--- src/rtl/div_const_pkg.sv ---
// Shared constants and types for the sequenced constant-divider controller.
// Optional feature macro: QUOTIENT_EN (adds the quotient register and port).
package div_const_pkg;

  localparam int W      = 32;  // operand width
  localparam int D      = 11;  // constant divisor, 2..63
  localparam int CHUNK  = 6;   // digit width consumed per step

  // Digits per operand; the operand is zero-padded at the MSB end to PW bits.
  localparam int NCHUNK = (W + CHUNK - 1) / CHUNK;
  localparam int PW     = NCHUNK * CHUNK;

  // The remainder is always < D, so RW bits suffice.
  // The step value v = racc*2^CHUNK + chunk is < D*2^CHUNK and fits in VW bits.
  localparam int RW     = $clog2(D);
  localparam int VW     = RW + CHUNK;
  localparam int TBL    = D * (2 ** CHUNK);

  // Step counter width. It is kept at least 1 bit wide.
  localparam int CW     = (NCHUNK > 1) ? $clog2(NCHUNK) : 1;

  typedef enum logic [1:0] {IDLE, RUN, DONE} state_t;
  typedef logic [RW-1:0] res_t;

endpackage

--- src/rtl/div_const_step.sv ---
// One chunk-residue step: v = racc*2^CHUNK + chunk, returns v mod D and v div D.
// Both results are read from constant tables that are built from D at elaboration.
// With QUOTIENT_EN undefined, the digit table and the digit output are absent.
module div_const_step
  import div_const_pkg::*;
(
  input  res_t             racc_i,
  input  logic [CHUNK-1:0] chunk_i,
  output res_t             r_next_o
`ifdef QUOTIENT_EN
  ,
  output logic [CHUNK-1:0] q_dig_o
`endif
);

  // Multiplying by 2^CHUNK is a concatenation.
  logic [VW-1:0] v;
  assign v = {racc_i, chunk_i};

  res_t rem_tbl [TBL];
`ifdef QUOTIENT_EN
  logic [CHUNK-1:0] dig_tbl [TBL];
`endif

  for (genvar i = 0; i < TBL; i++) begin : g_tbl
    assign rem_tbl[i] = res_t'(i % D);
`ifdef QUOTIENT_EN
    // i < D*2^CHUNK, so i/D < 2^CHUNK and the digit is exact in CHUNK bits.
    assign dig_tbl[i] = CHUNK'(i / D);
`endif
  end

  // Table lookup. The guard covers unreachable indices (racc >= D).
  always_comb begin
    r_next_o = '0;
`ifdef QUOTIENT_EN
    q_dig_o  = '0;
`endif
    if (int'(v) < TBL) begin
      r_next_o = rem_tbl[v];
`ifdef QUOTIENT_EN
      q_dig_o  = dig_tbl[v];
`endif
    end
  end

endmodule

--- src/rtl/div_const_seq_ctrl.sv ---
// Sequenced constant-divider controller. It computes x mod D, and with QUOTIENT_EN
// also x div D. One step unit is reused for every CHUNK-bit digit, MSB first.
// Macro QUOTIENT_EN: when defined, the quotient register and the q port exist.
//
// Handshake: an input transfer happens on a rising edge when in_valid && in_ready.
// An output transfer happens when out_valid && out_ready. in_ready is high in IDLE,
// or in DONE while the consumer takes the result, which allows back-to-back operation.
// While the controller is busy, in_valid is ignored and the producer must hold x.
// r and q are held stable while out_valid && !out_ready.
module div_const_seq_ctrl
  import div_const_pkg::*;
(
  input  logic         clk,
  input  logic         rst,
  input  logic         in_valid,
  output logic         in_ready,
  input  logic [W-1:0] x,
  output logic         out_valid,
  input  logic         out_ready,
  output res_t         r,
`ifdef QUOTIENT_EN
  output logic [W-1:0] q,
`endif
  output state_t       dbg_state_o
);

  state_t           state_q, state_d;
  logic [CW-1:0]    cnt_q, cnt_d;
  logic [PW-1:0]    sh_q, sh_d;
  res_t             racc_q, racc_d;
  res_t             r_next;
`ifdef QUOTIENT_EN
  logic [W-1:0]     qacc_q, qacc_d;
  logic [CHUNK-1:0] q_dig;
`endif
  logic             load;

  div_const_step u_step (
    .racc_i   (racc_q),
    .chunk_i  (sh_q[PW-1 -: CHUNK]),
    .r_next_o (r_next)
`ifdef QUOTIENT_EN
    ,
    .q_dig_o  (q_dig)
`endif
  );

  // Handshake outputs decoded from the registered state. in_ready is held low during reset.
  always_comb begin
    in_ready  = !rst && ((state_q == IDLE) || ((state_q == DONE) && out_ready));
    out_valid = (state_q == DONE);
  end

  assign load        = in_valid && in_ready;
  assign r           = racc_q;
`ifdef QUOTIENT_EN
  assign q           = qacc_q;
`endif
  assign dbg_state_o = state_q;

  // Next-state and datapath update. A load resets the accumulators and the step counter.
  always_comb begin
    state_d = state_q;
    cnt_d   = cnt_q;
    sh_d    = sh_q;
    racc_d  = racc_q;
`ifdef QUOTIENT_EN
    qacc_d  = qacc_q;
`endif
    case (state_q)
      IDLE: begin
        if (load) state_d = RUN;
      end
      RUN: begin
        racc_d = r_next;
`ifdef QUOTIENT_EN
        // Quotient bits above W come only from the zero padding, so discarding them is safe.
        qacc_d = {qacc_q[W-CHUNK-1:0], q_dig};
`endif
        sh_d   = sh_q << CHUNK;
        cnt_d  = cnt_q + 1'b1;
        if (cnt_q == CW'(NCHUNK - 1)) begin
          state_d = DONE;
          cnt_d   = '0;
        end
      end
      DONE: begin
        if (out_ready) state_d = load ? RUN : IDLE;
      end
      default: state_d = IDLE;
    endcase
    if (load) begin
      sh_d        = '0;
      sh_d[W-1:0] = x;
      racc_d      = '0;
      cnt_d       = '0;
`ifdef QUOTIENT_EN
      qacc_d      = '0;
`endif
    end
  end

  // State and datapath registers with synchronous reset. Reset aborts any operation in flight.
  always_ff @(posedge clk) begin
    if (rst) begin
      state_q <= IDLE;
      cnt_q   <= '0;
      sh_q    <= '0;
      racc_q  <= '0;
`ifdef QUOTIENT_EN
      qacc_q  <= '0;
`endif
    end else begin
      state_q <= state_d;
      cnt_q   <= cnt_d;
      sh_q    <= sh_d;
      racc_q  <= racc_d;
`ifdef QUOTIENT_EN
      qacc_q  <= qacc_d;
`endif
    end
  end

endmodule
--- config.mk ---
export PLATFORM = sky130hd
export DESIGN_NAME = div_const_seq_ctrl
export DESIGN_NICKNAME = d
export VERILOG_FILES = /design/src/rtl/div_const_pkg.sv /design/src/rtl/div_const_step.sv /design/src/rtl/div_const_seq_ctrl.sv
export SDC_FILE = /design/constraint.sdc
export NUM_CORES = 1
export LEC_CHECK = 0
export ABC_CLOCK_PERIOD_IN_PS = 3900
export CAP_MARGIN = 10
export CORE_MARGIN = 1
export CORE_UTILIZATION = 45
export CTS_BUF_LIST = sky130_fd_sc_hd__clkbuf_2
export DETAILED_ROUTE_END_ITERATION = 7
export PLACE_DENSITY_LB_ADDON = 0.12
export SYNTH_ARGS = -nofsm -noshare
export SYNTH_HDL_FRONTEND = slang
export SYNTH_SLANG_ARGS = --single-unit
export TNS_END_PERCENT = 100
--- constraint.sdc ---
create_clock -name clk -period 3.9 [get_ports clk]
set_input_delay 0.78 -clock clk [delete_from_list [all_inputs] [get_ports clk]]
set_output_delay 0.78 -clock clk [all_outputs]
set_load 0.005 [all_outputs]
Word-level counts from Yosys, hierarchy flattened
Memories as Yosys holds them, arrays and structs flattened.
Cells that the tools add are included.
{ "totals": {"regBits": 45, "rom_bits": 4096, "input_bits": 36, "wordCells": 36, "mem_count": 1} }
{ "memory_table": {"columns": ["name", "words", "width", "rd", "rd_clocked_by_memory_dff", "wr", "line_no", "rtl"], "rows": [
  ["(no name shown)", 1024, 4, 1, 0, 0, "div_const_step.sv:40", "r_next_o = rem_tbl[v];"]
]} }
{ "op_classes": {"addsub": 1, "order_cmp": 2, "eq_ne": 6, "n_mux": 11, "bitwise_logic": 1, "reduce_logical": 9} }
{ "op_table": {"columns": ["operator", "n"], "rows": [
  ["32-bit 2-to-1 mux", 2],
  ["4-bit 2-to-1 mux", 3],
  ["11-bit >= comparator (second input constant)", 1],
  ["10-bit NOT with 11-bit output", 1],
  ["10-bit less-than comparator (second input constant)", 1],
  ["2-bit 2-to-1 mux", 3],
  ["2-bit one-hot mux with 3 select lines", 1],
  ["2-bit inequality test (second input constant)", 2],
  ["3-bit by 1-bit adder with 3-bit output (second input constant)", 1],
  ["3-bit == test (second input constant)", 1],
  ["1-bit logical AND", 3],
  ["3-bit 2-to-1 mux", 1],
  ["3-bit AND reduction", 1],
  ["2-bit by 1-bit == test with 1-bit output (second input constant)", 1],
  ["2-bit == test (second input constant)", 1],
  ["2-bit logical NOT", 1],
  ["2-bit by 1-bit inequality test with 1-bit output (second input constant)", 1],
  ["2-bit nonzero test", 1],
  ["2-bit OR reduction", 1],
  ["1-bit logical NOT", 1],
  ["1-bit logical OR", 1],
  ["1-bit 2-to-1 mux", 1]
]} }

Logic depth before layout (Yosys ltp)
Gate-level depths: netlist of the first run.
{ "logic_depth": {"word_depth": 8, "ltp_mapped": 12, "ltp_nobuf": 9} }

Modules after synthesis
From an unflattened synthesis of the first run, not the netlist that was laid out.
{ "unflattened": {"hier_cells": 589, "area_unflattened_um2": 4443.0} }
{ "modules_own_cells": {"columns": ["module", "n_inst", "cells_each", "area_each_um2", "seq_area_each_um2"], "rows": [
  ["div_const_step", 1, 418, 2586.2, 0.0],
  ["div_const_seq_ctrl", 1, 171, 1856.8, 900.9]
]} }

Worst setup path after synthesis of the first run
Ideal clock, no wire load.
{ "synth_timing": {"path_type": "register to register", "startpoint": "register sh_q[30]", "endpoint": "register racc_q[1], in the netlist r[1]", "arrival_time_ps": 2651, "path_slack_ps": 1132, "path_stages_with_launch": 13, "n_path_buf": 3, "period_less_slack_ps": 2768, "cell_sequence": "dfxtp_1 -> buf_2 -> inv_1 -> ha_1 -> buf_4 -> buf_2 -> inv_1 -> nor2_1 -> a221oi_1 -> a211o_1 -> o311ai_1 -> a2111o_1 -> a32o_1"} }
{ "synth_between": {"elab_chain_len": 5, "word_cells_on_any_way": 6, "cone_classes": "order compare (1); mux (3); bitwise (1); memory (1)"} }
{ "synth_rtl": {"columns": ["element", "line_no", "rtl"], "rows": [
  ["from (decl)", "div_const_seq_ctrl.sv:29", "logic [PW-1:0] sh_q, sh_d;"],
  ["from (signal assigned)", "div_const_seq_ctrl.sv:108", "sh_q <= '0;"],
  ["from (signal assigned)", "div_const_seq_ctrl.sv:116", "sh_q <= sh_d;"],
  ["10-bit NOT with 11-bit output (implied by the code)", "div_const_step.sv:40", null],
  ["memory 1024 x 4 bit", null, null],
  ["4-bit 2-to-1 mux (implied by the code) (2 in a row)", "div_const_step.sv:40", null],
  ["4-bit 2-to-1 mux *", "div_const_step.sv:39", "if (int'(v) < TBL) begin"],
  ["to (signal assigned)", "div_const_seq_ctrl.sv:117", "racc_q <= racc_d;"],
  ["to (decl)", "div_const_seq_ctrl.sv:30", "res_t racc_q, racc_d;"]
]} }
Mark *: on every way between the ends. The rest lies on a longest branch, timed or not. The select of a mux whose other input is x is not followed.
A chain may end at the register's enable or synchronous reset.

Worst setup path after layout of the first run
{ "layout_timing": {"startpoint": "register sh_q[31]", "endpoint": "register racc_q[1], in the netlist r[1]"} }
Same word-level chain as after synthesis.

==> results of run 1 <==
==> where the power goes <==
| group | switching (mW) | internal [mW] | leakage (nW) |
|---|---|---|---|
| clock | 0.157 | 0.112 | 0.0432 |
| sequential | 0.0431 | 0.493 | 0.369 |
| combinational | 0.320 | 0.232 | 1.33 |
| total | 0.521 | 0.837 | 1.74 |
==> per-layer routing <==
metal	track usage, %	vias up	part of all wire (%)	wire length (um)
met1	36.3	2291	42	5840
met5	0	-	0	0
met3	4.81	59	8.4	1170
met4	11.5	0	3.9	551
met2	42.8	275	46	6460
li1	-	2367	-	-
==> through the flow <==
step                util (%)  total power, mW  std cells  hold slack [ns]
CTS                     51.1             1.35        770            0.471
floorplan                  -            0.926        639            0.432
finish                  51.1             1.36        770            0.474
detailed placement      50.4             1.08        762            0.444
global placement        50.4             1.08        762            0.446
global route            51.1             1.43        770            0.504
==> area by class of cell <==
type                            instances  area (um2)
Sequential cell                        45         905
Inverter                               11        41.3
Clock inverter                          2        38.8
Clock buffer                            6        30.0
Timing Repair Buffer                   58         543
Multi-Input combinational cell        515        3290
Tap cell                              133         166
Fill cell                             999        4810
==> sequential cells by signal, summed over array words and instances, names as in the netlist <==
signal and cells:
r 4, sh_q 36, dbg_state_o 2, cnt_q 3
==> worst max-delay path, cell delays in order, from the launching register on <==
cell	delay (ns)
sky130_fd_sc_hd__dfxtp_1	0.37
sky130_fd_sc_hd__inv_1	0.18
sky130_fd_sc_hd__ha_1	0.80
sky130_fd_sc_hd__nand2_1	0.24
sky130_fd_sc_hd__o22a_1	0.27
sky130_fd_sc_hd__a32oi_1	0.29
sky130_fd_sc_hd__o2bb2ai_1	0.15
sky130_fd_sc_hd__nor4b_1	0.07
sky130_fd_sc_hd__a2111o_1	0.36
sky130_fd_sc_hd__a32o_1	0.22
==> cells in the mapped netlist, types with 5 or more instances <==
cell type                  count  area [um2]
sky130_fd_sc_hd__a211oi_1      7        52.6
sky130_fd_sc_hd__a21oi_1      41         205
sky130_fd_sc_hd__a221oi_1      9        78.8
sky130_fd_sc_hd__a22oi_1       8        60.1
sky130_fd_sc_hd__a311oi_1     26         228
sky130_fd_sc_hd__and2_1        8        50.1
sky130_fd_sc_hd__buf_2        17        85.1
sky130_fd_sc_hd__buf_4         5        37.5
sky130_fd_sc_hd__buf_6         6        67.6
sky130_fd_sc_hd__clkbuf_1     39         146
sky130_fd_sc_hd__dfxtp_1      45         901
sky130_fd_sc_hd__ha_1          8         100
sky130_fd_sc_hd__inv_1         6        22.5
sky130_fd_sc_hd__mux2_2        5        56.3
sky130_fd_sc_hd__mux2i_1      13         130
sky130_fd_sc_hd__nand2_1      98         368
sky130_fd_sc_hd__nand2b_1     21         131
sky130_fd_sc_hd__nand3_1      22         110
sky130_fd_sc_hd__nor2_1       50         188
sky130_fd_sc_hd__nor2b_1      22         138
sky130_fd_sc_hd__nor3_1       13        65.1
sky130_fd_sc_hd__o211ai_1      6        45.0
sky130_fd_sc_hd__o21ai_0      19        95.1
sky130_fd_sc_hd__o21ai_1       5        25.0
sky130_fd_sc_hd__o221ai_1      6        52.6
sky130_fd_sc_hd__o22ai_1      14        87.6
==> logic make-up after synthesis <==
group / count (synthesis) / synth area share (%)
and+or+nand+nor: 267 / 28.5
adders and majority gates: 8 / 2.19
buffers and inverters: 79 / 8.36
AOI/OAI and AO/OA: 214 / 34.5
muxes: 23 / 6.14
xor gates and xnor gates: 3 / 0.575
DFF: 45 / 19.7
==> worst max path at each step <==
| stage | endpoint | slack, ns | cells past startpoint |
|---|---|---|---|
| finish | r[1]$_SDFFE_PP0P_ | 0.86 | 9 |
| global route | r[1]$_SDFFE_PP0P_ | 0.63 | 9 |
| CTS | in_ready | 0.87 | 4 |
| detailed placement | in_ready | 0.89 | 4 |
| global placement | in_ready | 0.89 | 4 |
| floorplan | r[1]$_SDFFE_PP0P_ | 1.13 | 12 |
==> impl_metrics.sql, run 1 <==
INSERT INTO impl_metrics (metric_group, metric, value, unit) VALUES
('run_status', 'run_status', 'finished clean', ''),
('sta', 'timing.clock.skew', '0.0244', 'ns'),
('hold_path', 'holdCritPathClass', 'flop to flop', ''),
('floorplan', 'initial_core_util', '46.5', '%'),
('critical_path', 'rr_endpoint', 'r[1]$_SDFFE_PP0P_', ''),
('final_layout', 'design_area', '5010', 'um2'),
('critical_path', 'crit_path_end_kind', 'flop', ''),
('placed_design', 'placement.io_buffers', '43', ''),
('final_layout', 'antenna_cells', '0', ''),
('clocking', 'tritoncts', 'done', ''),
('logic_synthesis', 'synthArstFlopShare', '0', '%'),
('final_layout', 'most-common-layout-cells', '97 x sky130_fd_sc_hd__nand2_1, 50 x sky130_fd_sc_hd__nor2_1, 43 x sky130_fd_sc_hd__clkdlybuf4s50_1, 42 x sky130_fd_sc_hd__dfxtp_1, 41 x sky130_fd_sc_hd__a21oi_1', ''),
('detailed_routing', 'detail_route.first_pass.iterations', '5', ''),
('floorplan', 'floorplan.io_pins', '44', ''),
('critical_path', 'setup.worst_path.start', 'sh_q[31]$_SDFFE_PP0P_', ''),
('logic_synthesis', 'synth_seq_area_share', '19.7', '%'),
('placed_design', 'final_weighted_congestion_of_routability_driven_global_placement', '0.978', ''),
('run', 'drv_cap', '0', ''),
('clocking', 'cts_buffers', '5', ''),
('floorplan', 'floorplan.die.height', '103', 'um'),
('power', 'worst_ir_drop_vdd', '0.166', 'mV'),
('sta', 'worstMarginPinSlew', '0.891', 'ns'),
('floorplan', 'die_width', '103', 'um'),
('final_layout', 'nets', '680', ''),
('critical_path', 'worst_ep_required_time', '4.23', 'ns'),
('sta', 'setup-tns-final', '0', 'ns'),
('detailed_routing', 'ant_nets', '0', ''),
('clocking', 'clock_latency', '0.42', 'ns'),
('logic_synthesis', 'yosys.cell_types.count', '81', ''),
('global_routing', 'first_pass_grt_wire_length', '22600', 'um'),
('sta', 'rsz0062_at_grt', 'false', ''),
('critical_path', 'timing.reg2reg.worst_path_depth', '9', ''),
('logic_synthesis', 'syn_nets', '683', ''),
('critical_path', 'r2r_start', 'sh_q[31]$_SDFFE_PP0P_', ''),
('final_layout', 'areaGrowthSynthToFinish', '9.78', '%'),
('power', 'static_leakage_power', '1.74', 'nW'),
('global_routing', 'number_of_antenna_violations_at_the_first_check_in_global_routing', '0', ''),
('sta', 'time_the_final_worst_path_needs_with_i_o_delays_and_setup', '3.04', 'ns'),
('detailed_routing', 'via_per_instance_ratio', '6.48', ''),
('final_layout', 'post_route_cells_drive_above_1_share', '8.01', '%'),
('sta', 'timing.slew.headroom', '40.5', '%'),
('logic_synthesis', 'synth_enable_flop_cells', '0', ''),
('floorplan', 'core', '9820', 'um2'),
('placed_design', 'place_worst_setup_slack', '0.893', 'ns'),
('global_routing', 'largest_net_degree_at_the_start_of_global_routing', '48', ''),
('hold_path', 'hold-path-endpoint', 'sh_q[32]$_SDFFE_PP0P_', ''),
('clocking', 'clock_sinks', '45', ''),
('critical_path', 'critPathKind', 'flop to flop', ''),
('global_routing', 'first_global_vias', '4435', ''),
('placed_design', 'hpwlAfterDp', '10200', 'um'),
('global_routing', 'grt_overflow_total', '0', ''),
('sta', 'fin_ws', '0.855', 'ns'),
('power', 'pwr_density_cell', '271', 'nW/um2'),
('detailed_routing', 'drc_errors', '0', ''),
('critical_path', 'cp.arrival', '3.37', 'ns'),
('logic_synthesis', 'flip_flop_cell_with_the_highest_count_after_synthesis', 'sky130_fd_sc_hd__dfxtp_1', ''),
('clocking', 'cts.root.buffer_cell', 'sky130_fd_sc_hd__clkbuf_2', ''),
('logic_synthesis', 'syn_inst', '639', ''),
('sta', 'slew_viol_final', '0', ''),
('sta', 'timing.final.crit_share', '78.1', '%'),
('floorplan', 'rows', '36', ''),
('sta', 'setup_viol', '0', ''),
('clocking', 'cts_resized', '0', ''),
('clocking', 'postCtsSetupRepairBufs', '0', ''),
('sta', 'finalHoldViolCount', '0', ''),
('hold_path', 'min_delay_path_depth', '2', ''),
('sta', 'clock.fmax', '328', 'MHz'),
('detailed_routing', 'routed_wirelength', '14000', 'um'),
('detailed_routing', 'drt_first_iter_violations', '403', ''),
('logic_synthesis', 'postSynthRegisterBits', '45', ''),
('logic_synthesis', 'mapped_area', '4570', 'um2');
No activity file was read; power rests on OpenSTA's default activity.
==> run 2, diff against run 1 <==
--- a/config.mk
+++ b/config.mk
@@ -5,7 +5,7 @@
 export SDC_FILE = /design/constraint.sdc
 export NUM_CORES = 1
 export LEC_CHECK = 0
-export ABC_CLOCK_PERIOD_IN_PS = 3900
+export ABC_CLOCK_PERIOD_IN_PS = 2500
 export CAP_MARGIN = 10
 export CORE_MARGIN = 1
 export CORE_UTILIZATION = 45
==> constraint.sdc (replaced) <==
create_clock -name clk -period 2.5 [get_ports clk]
set_input_delay 0.5 -clock clk [delete_from_list [all_inputs] [get_ports clk]]
set_output_delay 0.5 -clock clk [all_outputs]
set_load 0.005 [all_outputs]
==> run 2 against run 1 <==
Compared with the run above:
- the flow now finishes with violations (negative setup slack)
- critical path depth up 1
- non-clock buffer count up 67
- cell count up 8.7%
- via count up 5.7%
- clock-buffer cell count unchanged
- first-iteration DRC count down 25%
- worst setup slack worse by 0.87 ns
- final area up 14%
- wire length up 16%
- die area unchanged
- clock power up 62%
- largest cell class unchanged
- highest routed layer unchanged
==> impl_metrics.sql, run 2 (synthesized netlist as in run 1, its figures left out) <==
INSERT INTO impl_metrics (metric_group, metric, value, unit) VALUES
('run_status', 'run_status', 'finished, violations left', ''),
('run_status', 'violated_checks', 'negative setup slack', ''),
('power', 'power.sequential.fraction', '35.0', '%'),
('clocking', 'clock_sinks', '45', ''),
('sta', 'rsz0062_at_grt', 'true', ''),
('critical_path', 'critPathKind', 'flop to flop', ''),
('clocking', 'path_clk_slew', '0.28', 'ns'),
('detailed_routing', 'detail_route.wl_per_cell', '19.4', 'um'),
('power', 'clock_network_power_share', '18.6', '%'),
('final_layout', 'antenna_cells', '0', ''),
('detailed_routing', 'via_per_instance_ratio', '6.30', ''),
('placed_design', 'hpwlAfterDp', '12100', 'um'),
('critical_path', 'crit_slowest_cell', 'sky130_fd_sc_hd__dfxtp_4', ''),
('power', 'netSwitchingFraction', '38.4', '%'),
('global_routing', 'first_global_vias', '4961', ''),
('clocking', 'clock_latency', '0.46', 'ns'),
('final_layout', 'nets', '747', ''),
('critical_path', 'crit_path_end_kind', 'flop', ''),
('global_routing', 'grt_util_all_layers', '31.7', '%'),
('placed_design', 'placement.io_buffers', '43', ''),
('detailed_routing', 'routed_wirelength', '16200', 'um'),
('floorplan', 'die_width', '103', 'um'),
('critical_path', 'cp-start-kind', 'flop', ''),
('global_routing', 'largest_net_degree_at_the_start_of_global_routing', '48', ''),
('power', 'internal_power', '1.45', 'mW'),
('critical_path', 'cpMostUsedCell', 'sky130_fd_sc_hd__buf_4', ''),
('power', 'power_switching', '0.903', 'mW'),
('placed_design', 'post-place-cells', '820', ''),
('power', 'worst_ir_drop_vdd', '0.321', 'mV'),
('clocking', 'cts.root.buffer_cell', 'sky130_fd_sc_hd__clkbuf_2', ''),
('final_layout', 'largest_register_ffs', '36', ''),
('clocking', 'count_of_hold_fix_buffers_inserted_at_cts', '0', ''),
('placed_design', 'final_weighted_congestion_of_routability_driven_global_placement', '0.967', ''),
('final_layout', 'post_route_cells_drive_above_1_share', '20.0', '%'),
('power', 'pwr_density_cell', '411', 'nW/um2'),
('critical_path', 'cp_slowest_stage_delay', '0.45', 'ns'),
('detailed_routing', 'dr_total_vias', '5276', ''),
('sta', 'timing.clock.skew', '0.0487', 'ns'),
('final_layout', 'stdcell_count', '837', ''),
('placed_design', 'placed_cell_area', '5470', 'um2'),
('power', 'power.combinational.fraction', '46.5', '%'),
('floorplan', 'floorplan.io_pins', '44', ''),
('final_layout', 'design_area', '5720', 'um2'),
('sta', 'worstMarginPinSlew', '0.523', 'ns'),
('floorplan', 'core', '9820', 'um2'),
('critical_path', 'worst_path_dominant_cell_family', 'compound AO/OA/AOI/OAI gates', ''),
('sta', 'setup_viol', '2', ''),
('critical_path', 'crit_buf_inv', '3', ''),
('critical_path', 'worst-path-max-fanout', '6', ''),
('clocking', 'tritoncts', 'done', ''),
('detailed_routing', 'drt_first_iter_violations', '301', ''),
('global_routing', 'grt_overflow_total', '0', ''),
('clocking', 'cts.htree.levels', '2', ''),
('critical_path', 'worst_ep_required_time', '2.90', 'ns'),
('run', 'drv_cap', '0', ''),
('power', 'totalPowerFinal', '2.35', 'mW'),
('detailed_routing', 'ant_nets', '0', ''),
('sta', 'timing.final.crit_share', '100', '%'),
('final_layout', 'fillCellCount', '975', ''),
('power', 'static_leakage_power', '2.12', 'nW'),
('sta', 'time_the_final_worst_path_needs_with_i_o_delays_and_setup', '2.51', 'ns'),
('floorplan', 'rows', '36', ''),
('sta', 'fin_ws', '-0.0123', 'ns'),
('clocking', 'cts_max_path_buffers', '2', ''),
('clocking', 'cts_buffers', '5', ''),
('hold_path', 'holdCritPathClass', 'flop to flop', ''),
('detailed_routing', 'detail_route.first_pass.iterations', '4', ''),
('detailed_routing', 'drc_errors', '0', ''),
('sta', 'clock.fmax', '398', 'MHz'),
('sta', 'finalHoldViolCount', '0', ''),
('final_layout', 'layout.cells.most_common', 'sky130_fd_sc_hd__nand2_1', ''),
('global_routing', 'first_pass_grt_wire_length', '25800', 'um'),
('sta', 'slew_viol_final', '0', ''),
('final_layout', 'largest_reg_by_ff_count', 'sh_q', ''),
('critical_path', 'cp.arrival', '2.91', 'ns'),
('critical_path', 'timing.critical_path.cells', 'clkinvlp_4 -> ha_4 -> buf_4 -> buf_4 -> a21boi_1 -> o211ai_1 -> o22ai_1 -> a2111oi_2 -> a22o_1 -> o21ai_1', ''),
('global_routing', 'number_of_antenna_violations_at_the_first_check_in_global_routing', '0', ''),
('final_layout', 'most-common-layout-cells', '97 x sky130_fd_sc_hd__nand2_1, 76 x sky130_fd_sc_hd__buf_4, 50 x sky130_fd_sc_hd__nor2_1, 43 x sky130_fd_sc_hd__clkdlybuf4s50_1, 40 x sky130_fd_sc_hd__dfxtp_1', ''),
('sta', 'timing.slew.headroom', '65.2', '%'),
('final_layout', 'utilization', '58.3', '%'),
('floorplan', 'initial_core_util', '46.5', '%'),
('floorplan', 'floorplan.die.height', '103', 'um'),
('floorplan', 'dieArea', '10600', 'um2'),
('final_layout', 'areaGrowthSynthToFinish', '25.3', '%');
==> run 2: metrics by stage <==
step | TNS [ns] | hold slack [ns] | setup WS (ns)
final | -0.0140 | 0.451 | -0.0123
after global routing | -0.215 | 0.496 | -0.119
after CTS | 0 | 0.486 | 0.00469
after detailed placement | -0.0605 | 0.448 | -0.0324
after global placement | 0 | 0.444 | 0.0185
after floorplan | 0 | 0.432 | 0.00804
==> run 2: area by class of cell <==
type | count | area (um2) | area share [%]
Clock buffer | 6 | 30.0 | 0.525
Clock inverter | 2 | 38.8 | 0.678
Inverter | 11 | 45.0 | 0.787
Multi-Input combinational cell | 515 | 3420 | 59.8
Sequential cell | 45 | 910 | 15.9
Tap cell | 133 | 166 | 2.91
Timing Repair Buffer | 125 | 1110 | 19.4
==> run 2: per-layer routing <==
metal | GRT usage, % | vias to the layer above | wire length (um)
li1 | - | 2515 | -
met1 | 39.3 | 2495 | 6760
met2 | 52.8 | 204 | 7800
met3 | 4.41 | 62 | 745
met4 | 17.9 | 0 | 940
met5 | 0 | - | 0
==> run 2: worst paths after layout <==
path	depth (start not counted)	to	slack [ns]	startpoint
min reg2reg	2	sh_q[35]$_SDFFE_PP0P_	0.45	sh_q[29]$_SDFFE_PP0P_
max reg2reg	10	r[0]$_SDFFE_PP0P_	-0.01	sh_q[30]$_SDFFE_PP0P_
max	10	r[0]$_SDFFE_PP0P_	-0.01	sh_q[30]$_SDFFE_PP0P_
min	2	sh_q[35]$_SDFFE_PP0P_	0.45	sh_q[29]$_SDFFE_PP0P_
==> run 2: what timing repair did <==
action,in CTS,in global routing
endpoints found under the setup margin,2,5
pin swaps,0,5
gates resized for setup,2,28
buffers inserted,0,9
==> run 2: tightest hold or removal path: cells and delay by family, from the launching register on <==
kind	cells	cell delay [ns]
flops	1	0.37
simple gates	1	0.05
compound gates	1	0.05
==> run 2: power groups by stage <==
| stage | combinational, mW | clock, mW | sequential, mW |
|---|---|---|---|
| floorplan | 0.649 | 0 | 0.812 |
| global placement | 0.997 | 0 | 0.833 |
| detailed placement | 1.00 | 0 | 0.834 |
| CTS | 1.01 | 0.446 | 0.821 |
| global route | 1.17 | 0.469 | 0.830 |
| finish | 1.09 | 0.437 | 0.822 |
==> run 3, diff against run 2 <==
--- a/config.mk
+++ b/config.mk
@@ -7,6 +7,7 @@
 export LEC_CHECK = 0
 export ABC_CLOCK_PERIOD_IN_PS = 2500
 export CAP_MARGIN = 10
+export CORE_ASPECT_RATIO = 1.2
 export CORE_MARGIN = 1
 export CORE_UTILIZATION = 45
 export CTS_BUF_LIST = sky130_fd_sc_hd__clkbuf_2
==> run 3 against run 2 <==
Compared with the run above:
- the flow still finishes with violations (negative setup slack)
- clock skew fell by 0.0081 ns
- core utilization down 1.4 points
- wire length is 4.1% lower
- clock-buffer cell count decreased by 1
- register-to-register slack lost 0.03 ns
- combinational power down 4%
- cell count decreased by 3.8%
- largest cell class unchanged
- largest power group unchanged
- highest routed layer unchanged
==> impl_metrics.sql, run 3 (synthesized netlist as in run 1, its figures left out) <==
INSERT INTO impl_metrics (metric_group, metric, value, unit) VALUES
('run_status', 'run_status', 'finished, violations left', ''),
('run_status', 'violated_checks', 'negative setup slack', ''),
('final_layout', 'areaGrowthSynthToFinish', '20.8', '%'),
('detailed_routing', 'detail_route.wl_per_cell', '19.4', 'um'),
('global_routing', 'grt_util_met1', '38.5', '%'),
('critical_path', 'critPathKind', 'flop to flop', ''),
('final_layout', 'post_route_cells_drive_above_1_share', '17.2', '%'),
('global_routing', 'first_global_vias', '4853', ''),
('critical_path', 'crit_path_end_kind', 'flop', ''),
('placed_design', 'final_weighted_congestion_of_routability_driven_global_placement', '1.01', ''),
('clocking', 'tritoncts', 'done', ''),
('power', 'worst_ir_drop_vdd', '0.353', 'mV'),
('final_layout', 'layout.cells.most_common', 'sky130_fd_sc_hd__nand2_1', ''),
('placed_design', 'placement.io_buffers', '43', ''),
('global_routing', 'number_of_antenna_violations_at_the_first_check_in_global_routing', '0', ''),
('final_layout', 'largest_register_ffs', '36', ''),
('floorplan', 'core', '9710', 'um2'),
('clocking', 'cts.htree.levels', '2', ''),
('global_routing', 'grt_most_used_layer', 'met2', ''),
('floorplan', 'floorplan.io_pins', '44', ''),
('sta', 'worstMarginPinSlew', '0.575', 'ns'),
('power', 'static_leakage_power', '1.98', 'nW'),
('detailed_routing', 'routed_wirelength', '15600', 'um'),
('critical_path', 'cp-start-kind', 'flop', ''),
('power', 'pwr_density_cell', '422', 'nW/um2'),
('clocking', 'path_clk_slew', '0.25', 'ns'),
('critical_path', 'crit_slowest_cell', 'sky130_fd_sc_hd__dfxtp_4', ''),
('clocking', 'cts.root.buffer_cell', 'sky130_fd_sc_hd__clkbuf_2', ''),
('sta', 'time_the_final_worst_path_needs_with_i_o_delays_and_setup', '2.54', 'ns'),
('final_layout', 'largest_reg_by_ff_count', 'sh_q', ''),
('floorplan', 'floorplan.die.height', '112', 'um'),
('global_routing', 'grtUsageMet2', '48.5', '%'),
('global_routing', 'grt_overflow_total', '0', ''),
('sta', 'slew_viol_final', '0', ''),
('floorplan', 'die_width', '94.0', 'um'),
('sta', 'timing.final.crit_share', '102', '%'),
('sta', 'rsz0062_at_grt', 'true', ''),
('placed_design', 'post-place-cells', '788', ''),
('sta', 'timing.slew.headroom', '61.4', '%'),
('sta', 'finalHoldViolCount', '0', ''),
('detailed_routing', 'via_per_instance_ratio', '6.48', ''),
('floorplan', 'dieArea', '10600', 'um2'),
('critical_path', 'crit_buf_inv', '2', ''),
('final_layout', 'most-common-layout-cells', '97 x sky130_fd_sc_hd__nand2_1, 54 x sky130_fd_sc_hd__buf_4, 49 x sky130_fd_sc_hd__nor2_1, 43 x sky130_fd_sc_hd__clkdlybuf4s50_1, 40 x sky130_fd_sc_hd__dfxtp_1', ''),
('global_routing', 'largest_net_degree_at_the_start_of_global_routing', '41', ''),
('detailed_routing', 'drc_errors', '0', ''),
('final_layout', 'antenna_cells', '0', ''),
('detailed_routing', 'detail_route.first_pass.iterations', '5', ''),
('critical_path', 'cp.arrival', '2.93', 'ns'),
('sta', 'clock.fmax', '393', 'MHz'),
('detailed_routing', 'drt_first_iter_violations', '444', ''),
('clocking', 'cts_max_path_buffers', '2', ''),
('clocking', 'clock_latency', '0.48', 'ns'),
('floorplan', 'initial_core_util', '47.0', '%'),
('hold_path', 'holdCritPathClass', 'flop to flop', ''),
('critical_path', 'timing.critical_path.cells', 'clkinvlp_4 -> ha_4 -> buf_6 -> mux2_4 -> a221oi_4 -> o211a_1 -> a211o_1 -> o311ai_2 -> a2111o_1 -> a32o_1', ''),
('global_routing', 'grt_use_met3', '4.13', '%'),
('detailed_routing', 'ant_nets', '0', ''),
('detailed_routing', 'dr_total_vias', '5220', ''),
('critical_path', 'worst_ep_required_time', '2.89', 'ns'),
('critical_path', 'cp_slowest_stage_delay', '0.43', 'ns'),
('sta', 'timing.clock.skew', '0.0407', 'ns'),
('final_layout', 'stdcell_count', '805', ''),
('critical_path', 'worst-path-max-fanout', '7', ''),
('critical_path', 'worst_path_dominant_cell_family', 'compound AO/OA/AOI/OAI gates', ''),
('sta', 'setup_viol', '1', ''),
('floorplan', 'rows', '39', ''),
('global_routing', 'grt_util_all_layers', '29.8', '%'),
('clocking', 'cts_buffers', '5', ''),
('placed_design', 'hpwlAfterDp', '11400', 'um'),
('final_layout', 'fillCellCount', '927', ''),
('final_layout', 'utilization', '56.8', '%'),
('sta', 'fin_ws', '-0.0418', 'ns'),
('placed_design', 'place_worst_setup_slack', '-0.0607', 'ns'),
('global_routing', 'first_pass_grt_wire_length', '25000', 'um'),
('run', 'drv_cap', '0', ''),
('final_layout', 'nets', '725', ''),
('clocking', 'clock_sinks', '45', '');
[run 3: changes by cell type in the layout (fill, tap and decap cells not counted), sizes merged]
cell,delta
clkinv,-1
inv,+2
clkbuf,-1
buf,-22
[run 3: layout make-up]
type                            count  area [um2]  area share, %
Clock buffer                        5        25.0          0.453
Inverter                           11        45.0          0.816
Timing Repair Buffer              103         947           17.2
Tap cell                          123         154           2.79
Multi-Input combinational cell    515        3390           61.4
Sequential cell                    45         912           16.5
Clock inverter                      3        47.5          0.861
[run 3: per-layer routing]
metal	vias up	routed length [um]
li1	2445	-
met1	2442	6390
met2	287	7370
met3	46	1170
met4	0	653
met5	-	0
[run 3: final timing paths]
path                         start                    end  slack [ns]  cells after the start
max          sh_q[30]$_SDFFE_PP0P_      r[1]$_SDFFE_PP0P_       -0.04                     10
max reg2reg  sh_q[30]$_SDFFE_PP0P_      r[1]$_SDFFE_PP0P_       -0.04                     10
min reg2reg  sh_q[26]$_SDFFE_PP0P_  sh_q[32]$_SDFFE_PP0P_        0.46                      2
min          sh_q[26]$_SDFFE_PP0P_  sh_q[32]$_SDFFE_PP0P_        0.46                      2
[run 3: tightest hold or removal path, stage by stage, from the launching register on]
cell,delay (ns)
sky130_fd_sc_hd__dfxtp_1,0.37
sky130_fd_sc_hd__nand2_1,0.05
sky130_fd_sc_hd__a21oi_1,0.05
[run 3: power by group]
part           internal, mW  switching [mW]
Combinational         0.472           0.573
Clock                 0.177           0.283
Sequential            0.770          0.0537
[run 3: timing repair]
item,4_1_cts,5_1_grt
resized for setup,4,19
setup buffers,2,7
setup endpoints to repair,3,5
pin swaps,2,2
hold buffers,0,0
[run 3: through the flow]
stage | hold WS (ns) | power, mW | TNS [ns] | instance area (um2)
6_report | 0.464 | 2.33 | -0.0418 | 5520
5_1_grt | 0.496 | 2.44 | -0.309 | 5520
4_1_cts | 0.468 | 2.26 | 0 | 5390
3_5_place_dp | 0.440 | 1.79 | -0.0749 | 5290
3_3_place_gp | 0.433 | 1.79 | 0 | 5290
2_1_floorplan | 0.432 | 1.46 | 0 | 4610
